[src/rtl/eq_band_mixer.sv]
// -----------------------------------------------------------------------------
// eq_band_mixer
//
// Gain-weighted mixer for the per-band FIR outputs of the audio equalizer.
// A sample strobe captures all band samples and their Q4.12 gains into shadow
// registers. One time-shared multiplier then accumulates band*gain over
// N_BAND cycles. The sum is rounded back to Q0 (round-half-up) and reduced to
// WD_OUT bits. The result is presented with a one-cycle valid pulse.
//
// Optional feature macro: EQ_MIX_SAT_EN
//   defined   : the rounded sum is clamped to the signed WD_OUT range, and
//               sat_o flags a clipped result.
//   undefined : the low WD_OUT bits are taken (two's-complement wrap), and
//               sat_o is tied to 0.
//
// Ports
//   clk             in   clock, rising-edge
//   reset           in   asynchronous, active-high reset
//   sample_valid_i  in   one-cycle capture strobe (ignored while busy)
//   band_i          in   packed signed band samples, band b at [b*WD_IN +: WD_IN]
//   gain_i          in   packed signed Q4.12 gains, same packing
//   data_out        out  signed mixed sample; holds between valids
//   data_valid_o    out  one-cycle pulse when data_out updates
//   busy_o          out  high while a mix is in progress
//   sat_o           out  pulses with data_valid_o when the result was clipped
// -----------------------------------------------------------------------------
module eq_band_mixer #(
    parameter int WD_IN   = 24,
    parameter int WD_OUT  = 24,
    parameter int GAIN_WD = 16,
    parameter int N_BAND  = 3
) (
    input  logic                      clk,
    input  logic                      reset,
    input  logic                      sample_valid_i,
    input  logic [N_BAND*WD_IN-1:0]   band_i,
    input  logic [N_BAND*GAIN_WD-1:0] gain_i,
    output logic [WD_OUT-1:0]         data_out,
    output logic                      data_valid_o,
    output logic                      busy_o,
    output logic                      sat_o
);

    localparam int PROD_W = WD_IN + GAIN_WD;
    // Headroom bits make N_BAND full-scale products impossible to overflow.
    localparam int ACC_W  = PROD_W + $clog2(N_BAND) + 1;
    localparam int IDX_W  = (N_BAND > 1) ? $clog2(N_BAND) : 1;
    localparam logic [IDX_W-1:0] LAST_IDX = IDX_W'(N_BAND - 1);
    localparam logic signed [ACC_W-1:0] RND_HALF = ACC_W'(2048);

    typedef enum logic [1:0] {IDLE, MAC, ROUND} state_t;

    state_t                    state;
    logic [IDX_W-1:0]          idx;
    logic signed [WD_IN-1:0]   band_sh [N_BAND];
    logic signed [GAIN_WD-1:0] gain_sh [N_BAND];
    logic signed [ACC_W-1:0]   acc;
    logic signed [PROD_W-1:0]  prod;

    // Q4.12 -> Q0 with round-half-up: add half an LSB, then floor via >>>.
    function automatic logic signed [ACC_W-1:0] round_q12(input logic signed [ACC_W-1:0] a);
        return (a + RND_HALF) >>> 12;
    endfunction

`ifdef EQ_MIX_SAT_EN
    localparam logic signed [ACC_W-1:0] OUT_MAX = ACC_W'((64'sd1 <<< (WD_OUT - 1)) - 64'sd1);
    localparam logic signed [ACC_W-1:0] OUT_MIN = ~OUT_MAX;

    function automatic logic clip_flag(input logic signed [ACC_W-1:0] r);
        return (r > OUT_MAX) || (r < OUT_MIN);
    endfunction

    function automatic logic [WD_OUT-1:0] sat_out(input logic signed [ACC_W-1:0] r);
        if (r > OUT_MAX)
            return OUT_MAX[WD_OUT-1:0];
        else if (r < OUT_MIN)
            return OUT_MIN[WD_OUT-1:0];
        else
            return r[WD_OUT-1:0];
    endfunction

    logic signed [ACC_W-1:0] rnd;
    assign rnd = round_q12(acc);
`else
    // Wrap mode keeps only the low bits of the rounded sum.
    logic [WD_OUT-1:0] rnd;
    assign rnd = WD_OUT'(round_q12(acc));
`endif

    // The single shared multiplier sees whichever band the index selects.
    assign prod = band_sh[idx] * gain_sh[idx];

    always_ff @(posedge clk or posedge reset) begin
        if (reset) begin
            state        <= IDLE;
            idx          <= '0;
            acc          <= '0;
            data_out     <= '0;
            data_valid_o <= 1'b0;
            sat_o        <= 1'b0;
            busy_o       <= 1'b0;
            for (int b = 0; b < N_BAND; b++) begin
                band_sh[b] <= '0;
                gain_sh[b] <= '0;
            end
        end else begin
            data_valid_o <= 1'b0;
            sat_o        <= 1'b0;
            case (state)
                // Capture stage: snapshot inputs so later input changes cannot leak in.
                IDLE: begin
                    if (sample_valid_i) begin
                        for (int b = 0; b < N_BAND; b++) begin
                            band_sh[b] <= band_i[b*WD_IN +: WD_IN];
                            gain_sh[b] <= gain_i[b*GAIN_WD +: GAIN_WD];
                        end
                        acc    <= '0;
                        idx    <= '0;
                        busy_o <= 1'b1;
                        state  <= MAC;
                    end
                end
                // Accumulate stage: one band per cycle.
                MAC: begin
                    acc <= acc + ACC_W'(prod);
                    if (idx == LAST_IDX)
                        state <= ROUND;
                    else
                        idx <= idx + IDX_W'(1);
                end
                // Output stage: round, reduce, publish.
                ROUND: begin
`ifdef EQ_MIX_SAT_EN
                    data_out <= sat_out(rnd);
                    sat_o    <= clip_flag(rnd);
`else
                    data_out <= rnd;
                    sat_o    <= 1'b0;
`endif
                    data_valid_o <= 1'b1;
                    busy_o       <= 1'b0;
                    state        <= IDLE;
                end
                default: state <= IDLE;
            endcase
        end
    end

endmodule

[config.mk]
export PLATFORM = sky130hd
export DESIGN_NAME = eq_band_mixer
export DESIGN_NICKNAME = d
export VERILOG_FILES = /design/src/rtl/eq_band_mixer.sv
export SDC_FILE = /design/constraint.sdc
export NUM_CORES = 1
export LEC_CHECK = 0
export CAP_MARGIN = 20
export CORE_UTILIZATION = 25
export CTS_CLUSTER_DIAMETER = 30
export DETAILED_ROUTE_END_ITERATION = 8
export GPL_TIMING_DRIVEN = 1
export PLACE_DENSITY_LB_ADDON = 0.1
export SLEW_MARGIN = 25
export SYNTH_ARGS = -nofsm -noshare
export SYNTH_HDL_FRONTEND = slang
export SYNTH_SLANG_ARGS = --single-unit
[constraint.sdc]
create_clock -name clk -period 6.65 [get_ports clk]
set_clock_uncertainty 0.15 [all_clocks]
set_input_delay 1.33 -clock clk [delete_from_list [all_inputs] [get_ports clk]]
set_output_delay 1.33 -clock clk [all_outputs]
set_load 0.1 [all_outputs]
# ---- Word-level counts from Yosys, hierarchy flattened
# Cells that the tools add are included.
dict set report word_totals {
  register_bits 193
  out_inout_bits 27
  elab_cells 49
}
dict set report op_classes {
  addsub 3
  multipliers 1
  order_cmp 1
  n_eq_ne 6
  muxes 17
  n_bitwise 1
  n_reduce_logical 8
}
# op count
set ops {}
lappend ops {{one-hot mux 43 bit (2 select lines)} 1}
lappend ops {{binary-select mux 24 bit (select 2 bit)} 1}
lappend ops {{2-to-1 mux 24 bit} 2}
lappend ops {{adder 43 x 40 -> 43 bit} 1}
lappend ops {{2-to-1 mux 43 bit} 1}
lappend ops {{multiplier 24 x 16 -> 40 bit} 1}
lappend ops {{adder 36 x 13 -> 36 bit (second input constant)} 1}
lappend ops {{binary-select mux 16 bit (select 2 bit)} 1}
lappend ops {{2-to-1 mux 16 bit} 2}
lappend ops {{2-to-1 mux 2 bit} 4}
lappend ops {{one-hot mux 2 bit (2 select lines)} 2}
lappend ops {{AND reduction 2 bit} 4}
lappend ops {{!= test 2 bit (second input constant)} 3}
lappend ops {{== test 2 bit (second input constant)} 2}
lappend ops {{nonzero test 2 bit} 2}
lappend ops {{greater-or-equal comparator 3 bit (second input constant)} 1}
lappend ops {{NOT 2 -> 3 bit} 1}
lappend ops {{AND reduction 3 bit} 1}
lappend ops {{adder 2 x 1 -> 2 bit (second input constant)} 1}
lappend ops {{== test 2 x 1 -> 1 bit (second input constant)} 1}
lappend ops {{zero test 2 bit} 1}
lappend ops {{2-to-1 mux 1 bit} 2}
lappend ops {{one-hot mux 1 bit (2 select lines)} 1}

# ---- Logic depth before layout (Yosys ltp)
dict set report depth {
  ltp_word 7
  mapped_depth 31
  mapped_depth_nobuf 26
}

# ---- Worst setup path after synthesis
# No wires, ideal clock.
dict set report synth_timing {
  path_type {flip-flop to flip-flop}
  start {register idx[1]}
  end {register acc[32]}
  setup_time_ns 0.131
  t_arrival_ns 7.045
  required_time_ns 6.369
  slack_ns -0.677
  path_stages_with_launch 29
  n_path_buf 5
  period_less_slack_ns 7.327
  cell_sequence {dfrtp_1 buf_6 nor2b_2 buf_4 buf_2 buf_1 nand2_1 o21ai_1 clkbuf_1 nand2_1 fa_1 fa_1 fa_1 fa_1 inv_1 fa_1 inv_1 fa_1 inv_1 ha_1 a21oi_1 nand3_1 nor4_2 o21ai_2 a311oi_2 o31ai_2 a31oi_1 nor4b_1 or3_1}
}
dict set report synth_between {
  elab_chain_cells 7
  elab_cells_between_ends 10
}
# item line
set synth_rtl {}
lappend synth_rtl {{from (decl)} 54} ;# logic [IDX_W-1:0] idx;
lappend synth_rtl {{from (signal assigned)} 129} ;# idx <= idx + IDX_W'(1);
lappend synth_rtl {{NOT 2 -> 3 bit (implied by the code) *} 91} ;# assign prod = band_sh[idx] * gain_sh[idx];
lappend synth_rtl {{binary-select mux 24 bit (select 2 bit) or binary-select mux 16 bit (select 2 bit) (tied branches)} 91}
lappend synth_rtl {{2-to-1 mux 24 bit (implied by the code) or 2-to-1 mux 16 bit (tied branches) (2 in a row)} 91}
lappend synth_rtl {{multiplier 24 x 16 -> 40 bit *} 91}
lappend synth_rtl {{adder 43 x 40 -> 43 bit *} 125} ;# acc <= acc + ACC_W'(prod);
lappend synth_rtl {{one-hot mux 43 bit (2 select lines) *} 109} ;# case (state)
lappend synth_rtl {{to (signal assigned)} 125}
lappend synth_rtl {{to (decl)} 57} ;# logic signed [ACC_W-1:0] acc;
# Every way passes the cells marked *; elsewhere a longest branch is shown, timed or not. The select of a mux whose other input is x is not followed.
# A chain may end at the register's enable or synchronous reset.

# ---- Worst setup path in the final report
# Ends and elaborated chain as after synthesis.

==> summary.md <==
| Metric | Value |
|---|---|
| Slew @ Worst Pin | `1.024 ns` |
| Post-Route WL | `74570 um` |
| Post-detail-place hpwl | `60460 um` |
| Number of core rows | `107` |
| Count of cell types in the netlist | `57` |
| Count of final max-slew check failures | `0` |
| Post-synth ARST share | `100.0%` |
| Min-delay src | `data_out[9]` |
| Largest net degree at the start of global routing | `98` |
| Vias in the first global route | `19.48k` |
| Max Cap Violations | `0` |
| CP Data Arrival Time | `7.17 ns` |
| Worst setup margin | `-0.2879 ns` |
| Final min period | `6.938 ns` |
| DR vias | `17.51k` |
| Endpoints failing hold | `0` |
| CP max stage delay | `0.55 ns` |
| Max Fclk | `144.1 MHz` |
| Iter 0 DRT Violations | `922` |
| Mean Syn Cell Area | `8.796 um2` |
| Net count, final | `3502` |
| Layout cell share with drive strength beyond 1 | `23.20%` |
| CP Launch Type | `flop` |
| IO buf count | `148` |
| Commonest non-fill, non-tap cell in the layout | `nand2_1` |
| CORE AREA | `0.08541 mm2` |
| Synth-to-layout area growth | `37.51%` |
| Hold Path Sink | `data_out[9]` |
| Initial antenna violation count | `0` |
| Synth warnings | `0` |
| Status | `complete, but fails checks` |
| #FFs+latches synth | `186` |
| CTS tree | `yes` |
| Placer congestion estimate | `0.8798` |
| RSZ-0062 raised after global routing | `yes` |
| H-tree depth | `4` |
| Hold depth | `2` |
| Worst slew margin | `31.50%` |
| # diodes | `0` |
| Final period utilization | `104.3%` |
| Worst R2R Path Depth | `28` |
| Clock transition at path regs | `0.09 ns` |
| HP Class | `flop to flop` |
| Cells after synthesis | `2462` |
| Avg WL per Cell | `18.39 um` |
| Vias per cell | `4.318` |
| EDFF count, synth | `0` |
| Die W | `296.3 um` |
| Num CTS Buffers | `17` |
| Violated checks | `negative setup slack` |
| Top-Level Pins | `150` |
| Die Y | `296.3 um` |
| Die area | `0.08780 mm2` |
| Post-place setup slack | `-0.6754 ns` |
| Worst skew pair latency | `0.52 ns` |
| Reg2reg setup slack | `-0.29 ns` |
| Root Driver | `clkbuf_16` |
| Worst path most repeated cell | `fa_1` |
| Critical path capture point type | `flop` |
| GRT Total Usage | `17.76%` |
| R2R Path End | `acc[32]` |
| Clock Sinks | `186` |
| Antenna Nets Post-Route | `0` |
| Syn nets | `3067` |
| Setup CP Type | `flop to flop` |
| CP max stage cell | `fa_1` |
| Seq/Total Area, Yosys | `21.49%` |
| Starting Density | `25.35%` |
| Reg2reg start | `idx[1]` |
| Crit path required time | `6.88 ns` |
| Residual DRC | `0` |
| Setup Viol. Count Final | `12` |
| Predominant post-synthesis flop cell | `dfrtp_1` |
| Initial DRT Pass Iterations | `5` |
| Commonest non-fill, non-tap cells in the layout | `607 x nand2_1, 405 x inv_1, 350 x fa_1` |
| Worst-path maximum fanout | `8` |
| Remaining global-route overflow | `0` |
| First-pass GRT wire length | `116800 um` |
| Max clock buf depth | `2` |
| Mapped cell area | `0.02166 mm2` |
-- critical path, delay by kind of cell (launching register included) --
| kind | cells | cell delay, ns |
|---|---|---|
| adders and majority gates | 7 | 3.42 |
| AOI/OAI and AO/OA | 6 | 0.96 |
| buffers and inverters | 11 | 1.08 |
| muxes | 1 | 0.20 |
| DFF | 1 | 0.45 |
| and+or+nand+nor | 3 | 0.53 |
-- per-stage QoR --
stage	utilization, %	area (um2)	std cells	setup TNS [ns]	hold slack [ns]
detailed placement	31.50	26900	3948	-8.289	0.3121
CTS	33.95	29000	4030	-2.101	0.3333
floorplan	-	21880	2462	-0.01114	0.2950
finish	34.87	29780	4054	-1.481	0.3295
global route	34.87	29780	4054	-5.090	0.3525
global placement	31.49	26900	3948	-7.633	0.3123
-- cell usage after synthesis, types with 5 or more instances --
| cell type | number | area share, % |
|---|---|---|
| nand3_1 | 14 | 0.32 |
| and3_1 | 5 | 0.14 |
| nor3_1 | 6 | 0.14 |
| xnor2_1 | 45 | 1.8 |
| ha_1 | 107 | 6.2 |
| and2_1 | 6 | 0.17 |
| inv_1 | 440 | 7.6 |
| o21ai_0 | 57 | 1.3 |
| fa_1 | 375 | 35 |
| a22o_1 | 8 | 0.32 |
| a21o_1 | 11 | 0.38 |
| mux2i_1 | 41 | 1.9 |
| nand4_1 | 8 | 0.23 |
| o21bai_1 | 11 | 0.38 |
| nand2_1 | 643 | 11 |
| or2_2 | 5 | 0.14 |
| nand2b_1 | 15 | 0.43 |
| a21oi_1 | 39 | 0.90 |
| buf_2 | 8 | 0.18 |
| dfrtp_1 | 186 | 21 |
| nor2_1 | 206 | 3.6 |
| xor2_1 | 31 | 1.3 |
| o21a_1 | 31 | 1.1 |
| buf_1 | 7 | 0.12 |
| o21ai_1 | 30 | 0.69 |
| clkbuf_1 | 73 | 1.3 |
-- logic make-up after synthesis --
| logic type | share of synthesized area, % |
|---|---|
| AND/OR/NAND/NOR | 16.97 |
| buffers and inverters | 9.383 |
| adder cells (fa/ha/maj) | 40.85 |
| multiplexers | 1.947 |
| other | 0.01732 |
| flip-flops | 21.49 |
| XOR/XNOR | 3.074 |
| AO/OA/AOI/OAI | 6.269 |
-- routing by layer --
metal / up-vias / GRT usage, % / share of wire [%]
li1: 8264 / - / -
met5: - / 0 / 0
met1: 8855 / 25.31 / 49
met4: 0 / 4.564 / 2.0
met3: 55 / 2.750 / 4.1
met2: 332 / 27.95 / 45
-- timing repair --
item                                    CTS  global route
hold buffers                              0             0
cloned                                    5             2
gates resized for setup                 229           139
pin swaps                                74            81
setup buffers                            46            27
hold endpoints to repair                  0             0
endpoints found under the setup margin   20            21
-- final cells by class --
type,instances,area (um2)
Inverter,441,1665
Sequential cell,186,4657
Clock inverter,14,161.4
Multi-Input combinational cell,1743,16400
Clock buffer,18,429.2
Timing Repair Buffer,508,5036
Tap cell,1144,1431
Fill cell,8918,55630
-- worst max-delay path by stage --
stage	start	endpoint	slack (ns)	depth (start not counted)
CTS	idx[1]	acc[34]	-0.32	29
finish	idx[1]	acc[32]	-0.29	28
floorplan	idx[1]	acc[32]	-0.01	28
global placement	idx[1]	acc[32]	-0.64	25
global route	idx[1]	acc[32]	-0.51	29
detailed placement	idx[1]	acc[32]	-0.68	25
-- flip-flops by register name, summed over array words and instances, names as in the netlist --
signal        cells
band_sh          72
gain_sh          48
acc              36
data_out         24
idx               2
state             2
busy_o            1
data_valid_o      1
Power is not shown: default switching activity piles up to over one toggle a cycle in this logic, so the estimate is an artifact.
==> edit 1: new RTL, config.mk and constraints unchanged <==
`GAIN_WD`: 16 -> 14.
--- a/src/rtl/eq_band_mixer.sv
+++ b/src/rtl/eq_band_mixer.sv
@@ -28,5 +28,5 @@
     parameter int WD_IN   = 24,
     parameter int WD_OUT  = 24,
-    parameter int GAIN_WD = 16,
+    parameter int GAIN_WD = 14,
     parameter int N_BAND  = 3
 ) (
Interface: changed (resized gain_i); port bits go from 150 to 144. No check against the original RTL was run, so the function may have changed too.
==> edit 1 against the unedited design <==
The run still ends with setup timing left; synthesized area is 6.3% lower; final cell count is 7.5% lower; count of clock-buffer cells in the layout is 1 lower; die area is 6.3% lower; sequential cell count is 6 lower; wire length is 9.3% lower; final area is 11% lower; worst setup slack worse by 30 ps; via count is 6.2% lower; hold slack worse by 0.98 ps; critical path type unchanged.
Power is not shown: default switching activity piles up to over one toggle a cycle in this logic, so the estimate is an artifact.
==> edit 1: results (changes against the unedited design) <==
* Synth unique cells at 69 (+21%)
* Top Family by Delay on Critical Path: adder cells
* Worst path arrival time at 7220 ps (+50 ps)
* Avg WL per Cell at 18.03 um (-2.0%)
* Global-route wire length before repair at 104300 um (-11%)
* Slowest cell on crit path: fa_1
* Final WS setup at -317.6 ps (-29.69 ps)
* Number of global-route vias before repair at 17840 (-8.5%)
* GPL Wtd Cong at 0.8741 (-0.65%)
* Post-synth net total at 2855 (-6.9%)
* Filler Cells Inserted at 8476 (-5.0%)
* Final Net Count at 3236 (-7.6%)
* DR iter-0 viols at 799 (-13%)
* Final HPWL DP at 56740 um (-6.1%)
* Clock transition at path regs at 90 ps (about the same)
* Via count at 16420 (-6.2%)
* Outcome: finished, violations left
* Fraction of layout cells with a size suffix above 1 at 16.47% (-6.7 points)
* Critical Path Max Stage Delay at 600 ps (+50 ps)
* Largest net degree at the start of global routing at 99 (+1.0%)
* Slew HR at 32.66% (+1.2 points)
* Main synth FF type: dfrtp_1
* Buffer levels on the longest clock path at 2 (unchanged)
* Biggest regs: band_sh x72, gain_sh x42, acc x36
* YS warnings at 0 (unchanged)
* Maxcap violations at 0 (unchanged)
* Async SR Flop Fraction at 100.0% (unchanged)
* DP Cell Count at 3696 (-6.4%)
* Register area share after synthesis at 22.20% (+0.71 points)
* HP Start: gain_sh[30]
* Global Route Usage Sum at 16.91% (-0.85 points)
* Final WL at 67620 um (-9.3%)
* Critical path startpoint: idx[1]
* Port bufs at 142 (-4.1%)
* Failing checks: setup timing
* Drt first pass iters at 7 (+2)
* Worst-Skew Late Latency at 480 ps (-40 ps)
* Hold Path Class: flop to flop
* Synth Instances at 2296 (-6.7%)
* Most common library cells after synthesis: 637 x nand2_1, 393 x inv_1, 343 x fa_1, 180 x dfrtp_1, 156 x nor2_1
* Antenna violations before repair at 2 (+2)
* Final setup viols at 14 (+2)
* CTS Root Cell: clkbuf_16
* Top post-synthesis cells by area: fa_1 34%, dfrtp_1 22%, nand2_1 12%
* CP max FO at 12 (+4)
* H-Tree Depth at 4 (unchanged)
* TritonCTS Buffers at 17 (unchanged)
## edit 1: layout make-up
class	instances	area share, %
antenna	1	0.009442
clock buffer	17	1.605
clock inverter	15	0.7270
inverter	394	5.618
multi-input combinational	1639	54.75
sequential	180	17.01
tap	1060	5.004
timing repair buffer	445	15.28
## edit 1: kinds of logic (layout without fill, tap and decap cells)
kind of cell | count (synthesis) | count (layout) | share of synthesized area (%)
buffers and inverters | 477 | 871 | 8.923
adder cells (fa/ha/maj) | 442 | 442 | 39.95
XOR/XNOR | 62 | 62 | 2.676
multiplexers | 39 | 39 | 1.930
AO/OA/AOI/OAI | 223 | 223 | 7.036
AND/OR/NAND/NOR | 872 | 872 | 17.27
other | 1 | 2 | 0.01848
flip-flops | 180 | 180 | 22.20
## edit 1: through the flow
step	TNS, ps	util (%)	setup slack [ps]	instance area [um2]
detailed placement	-6293	31.41	-548.0	25260
CTS	-2635	32.51	-294.8	26140
finish	-2543	32.96	-317.6	26500
floorplan	0	-	3.551	20500
global route	-7305	32.96	-548.8	26500
global placement	-5822	31.41	-521.0	25260
## edit 1: metal layers
metal,part of all wire [%],track usage (%)
met1,42,21.32
met2,53,30.27
met3,3.0,2.270
met4,1.9,4.176
met5,0,0
## edit 1: worst paths after layout
kind	end	slack, ps	cells past startpoint
max in group asynchronous	idx[1]	3980	3
min in group asynchronous	gain_sh[34]	1190	2
max	acc[35]	-320	24
min	gain_sh[30]	330	2
min reg2reg	gain_sh[30]	330	2
max reg2reg	acc[35]	-320	24
## edit 1: timing repair
item | in CTS | in global routing
cloned | 1 | 1
hold endpoints to repair | 0 | 0
pin swaps | 9 | 8
endpoints found under the setup margin | 18 | 20
buffers inserted | 10 | 10
resized for setup | 35 | 55
==> edit 2: new RTL, config.mk and constraints unchanged <==
Without the edit above. Register the inputs `sample_valid_i`, `band_i` and `gain_i` before use, without a reset. The logic sees them one clock later. Comments in the files are not updated.
--- a/src/rtl/eq_band_mixer.sv
+++ b/src/rtl/eq_band_mixer.sv
@@ -50,4 +50,14 @@
 
     typedef enum logic [1:0] {IDLE, MAC, ROUND} state_t;
+
+    logic sample_valid_q;
+    logic [N_BAND*WD_IN-1:0] band_q;
+    logic [N_BAND*GAIN_WD-1:0] gain_q;
+
+    always_ff @(posedge clk) begin
+        sample_valid_q <= sample_valid_i;
+        band_q         <= band_i;
+        gain_q         <= gain_i;
+    end
 
     state_t                    state;
@@ -110,8 +120,8 @@
                 // Capture stage: snapshot inputs so later input changes cannot leak in.
                 IDLE: begin
-                    if (sample_valid_i) begin
+                    if (sample_valid_q) begin
                         for (int b = 0; b < N_BAND; b++) begin
-                            band_sh[b] <= band_i[b*WD_IN +: WD_IN];
-                            gain_sh[b] <= gain_i[b*GAIN_WD +: GAIN_WD];
+                            band_sh[b] <= band_q[b*WD_IN +: WD_IN];
+                            gain_sh[b] <= gain_q[b*GAIN_WD +: GAIN_WD];
                         end
                         acc    <= '0;
Function: changed (a bounded check fails within 4 cycles, from zero or initial values and one cycle with reset high).
==> edit 2 against the unedited design <==
The flow still finishes with violations (setup timing); hold slack worse by 67 ps; worst setup slack worse by 79 ps; non-clock buffer count up 11; global-route usage is 1.1 points lower; largest cell class unchanged; wire length is 8.3% higher; via count up 6.6%; synthesized area increased by 12%; core utilization rose by 1.6 points; final area grew 17%; sequential cell count grew 121.
Power is not shown: default switching activity piles up to over one toggle a cycle in this logic, so the estimate is an artifact.
==> edit 2: results (changes against the unedited design) <==
* Final HPWL DP at 65120 um (+7.7%)
* Met3 wire length at 3084 um (+0.72%)
* Wire length on met2 at 35520 um (+5.3%)
* Synth unique cells at 72 (+26%)
* Clock transition at path regs at 40 ps (-50 ps)
* Fraction of layout cells with a size suffix above 1 at 23.90% (+0.71 points)
* Main synth FF type: dfrtp_1
* R2R Path Start: idx[0]
* Setup Fix Bufs, Post-CTS at 39 (-15%)
* Worst-Margin Slew at 1051 ps (+26.64 ps)
* Worst R2R Path Depth at 26 (-7.1%)
* Hold Path Class: flop to flop
* Failing checks: setup timing
* Final setup viols at 14 (+2)
* Avg WL per Cell at 18.13 um (-1.4%)
* Global-route wire length before repair at 124900 um (+6.9%)
* CP max FO at 7 (-1)
* Synth Instances at 2610 (+6.0%)
* Async SR Flop Fraction at 60.59% (-39 points)
* Worst path arrival time at 7370 ps (+200 ps)
* Buffer levels on the longest clock path at 3 (+1)
* Most common library cells after synthesis: 630 x nand2_1, 444 x inv_1, 375 x fa_1, 221 x nor2_1, 186 x dfrtp_1
* Worst hold endpoint: gain_sh[44]
* DR iter-0 viols at 820 (-11%)
* H-Tree Depth at 3 (-1)
* Setup WS pre-CTS at -920.5 ps (-245.1 ps)
* GPL Wtd Cong at 0.9106 (+3.5%)
* WHS at 262.0 ps (-67.48 ps)
* Worst Hold Depth at 2 (unchanged)
* YS warnings at 0 (unchanged)
* Top post-synthesis cells by area: fa_1 31%, dfrtp_1 19%, dfxtp_1 10%
* DP Cell Count at 4218 (+6.8%)
* Largest net degree at the start of global routing at 112 (+14%)
* RR Endpoint: acc[30]
* HP Start: gain_q[12]
* Outcome: finished, violations left
* Final WS setup at -366.5 ps (-78.61 ps)
* Placed cell area at 29720 um2 (+10%)
* Register area share after synthesis at 29.15% (+7.7 points)
* Post-synth net total at 3215 (+4.8%)
* Global Route Usage Sum at 16.69% (-1.1 points)
* Fin Setup TNS at -2643 ps (-1162 ps)
* Final WL at 80750 um (+8.3%)
* Worst-Skew Late Latency at 650 ps (+130 ps)
* Synth top area share at 30.92% (-3.7 points)
* # resized after CTS at 168 (-27%)
* CTS Root Cell: clkbuf_16
* TritonCTS Buffers at 84 (+67)
* Final Net Count at 3724 (+6.3%)
* Drt via density at 4.188 (-3.0%)
* M1 WL at 39760 um (+9.7%)
* Biggest regs: band_q x72, band_sh x72
* Number of global-route vias before repair at 20960 (+7.6%)
* Max layer used: met4
edit 2: cell types whose count changed in the layout (fill, tap and decap cells not counted), sizes merged, moves of 8 or more:
cell / unedited run / this run
bufinv: 0 / 8
o21a: 31 / 8
clkinv: 3 / 28
nor2: 208 / 221
a21oi: 40 / 57
clkbuf: 21 / 114
xor2: 31 / 22
a21o: 11 / 28
nand2: 643 / 630
dfxtp: 0 / 121
o21ai: 89 / 69
edit 2: routing by layer:
layer,up-vias,track usage [%]
met5,-,0
met4,0,5.410
met3,120,2.428
met2,367,25.87
met1,9227,23.82
li1,8941,-
edit 2: critical path: stages, from the launching register on:
cell and delay, ps:
dfrtp_2 420, nor2b_4 140, buf_12 140, buf_12 140
buf_12 120, a21oi_4 160, buf_12 150, buf_12 130
nor2_1 60, fa_1 530, inv_1 50, fa_1 510
fa_1 520, inv_1 60, fa_1 470, fa_1 560
inv_2 40, fa_1 520, inv_2 50, ha_4 270
and4_4 220, nand2_4 50, or4_4 560, a31oi_4 250
o31ai_4 110, and3_1 150, or3_1 290
edit 2: cell type report:
| cell class | count | area, um2 |
|---|---|---|
| Fill cell | 9727 | 60740 |
| Tap cell | 1265 | 1583 |
| Inverter | 445 | 1680 |
| Clock buffer | 108 | 2406 |
| Timing Repair Buffer | 519 | 5060 |
| Antenna cell | 1 | 2.502 |
| Clock inverter | 47 | 641.9 |
| Multi-Input combinational cell | 1762 | 16380 |
| Sequential cell | 307 | 7079 |
edit 2: cell families after synthesis:
group,after synthesis,synth area share [%]
AND/OR/NAND/NOR,947,15.69
other,1,0.01545
adder cells (fa/ha/maj),482,36.44
XOR/XNOR,70,2.582
AO/OA/AOI/OAI,219,5.839
multiplexers,43,1.783
flip-flops,307,29.15
buffers and inverters,541,8.503
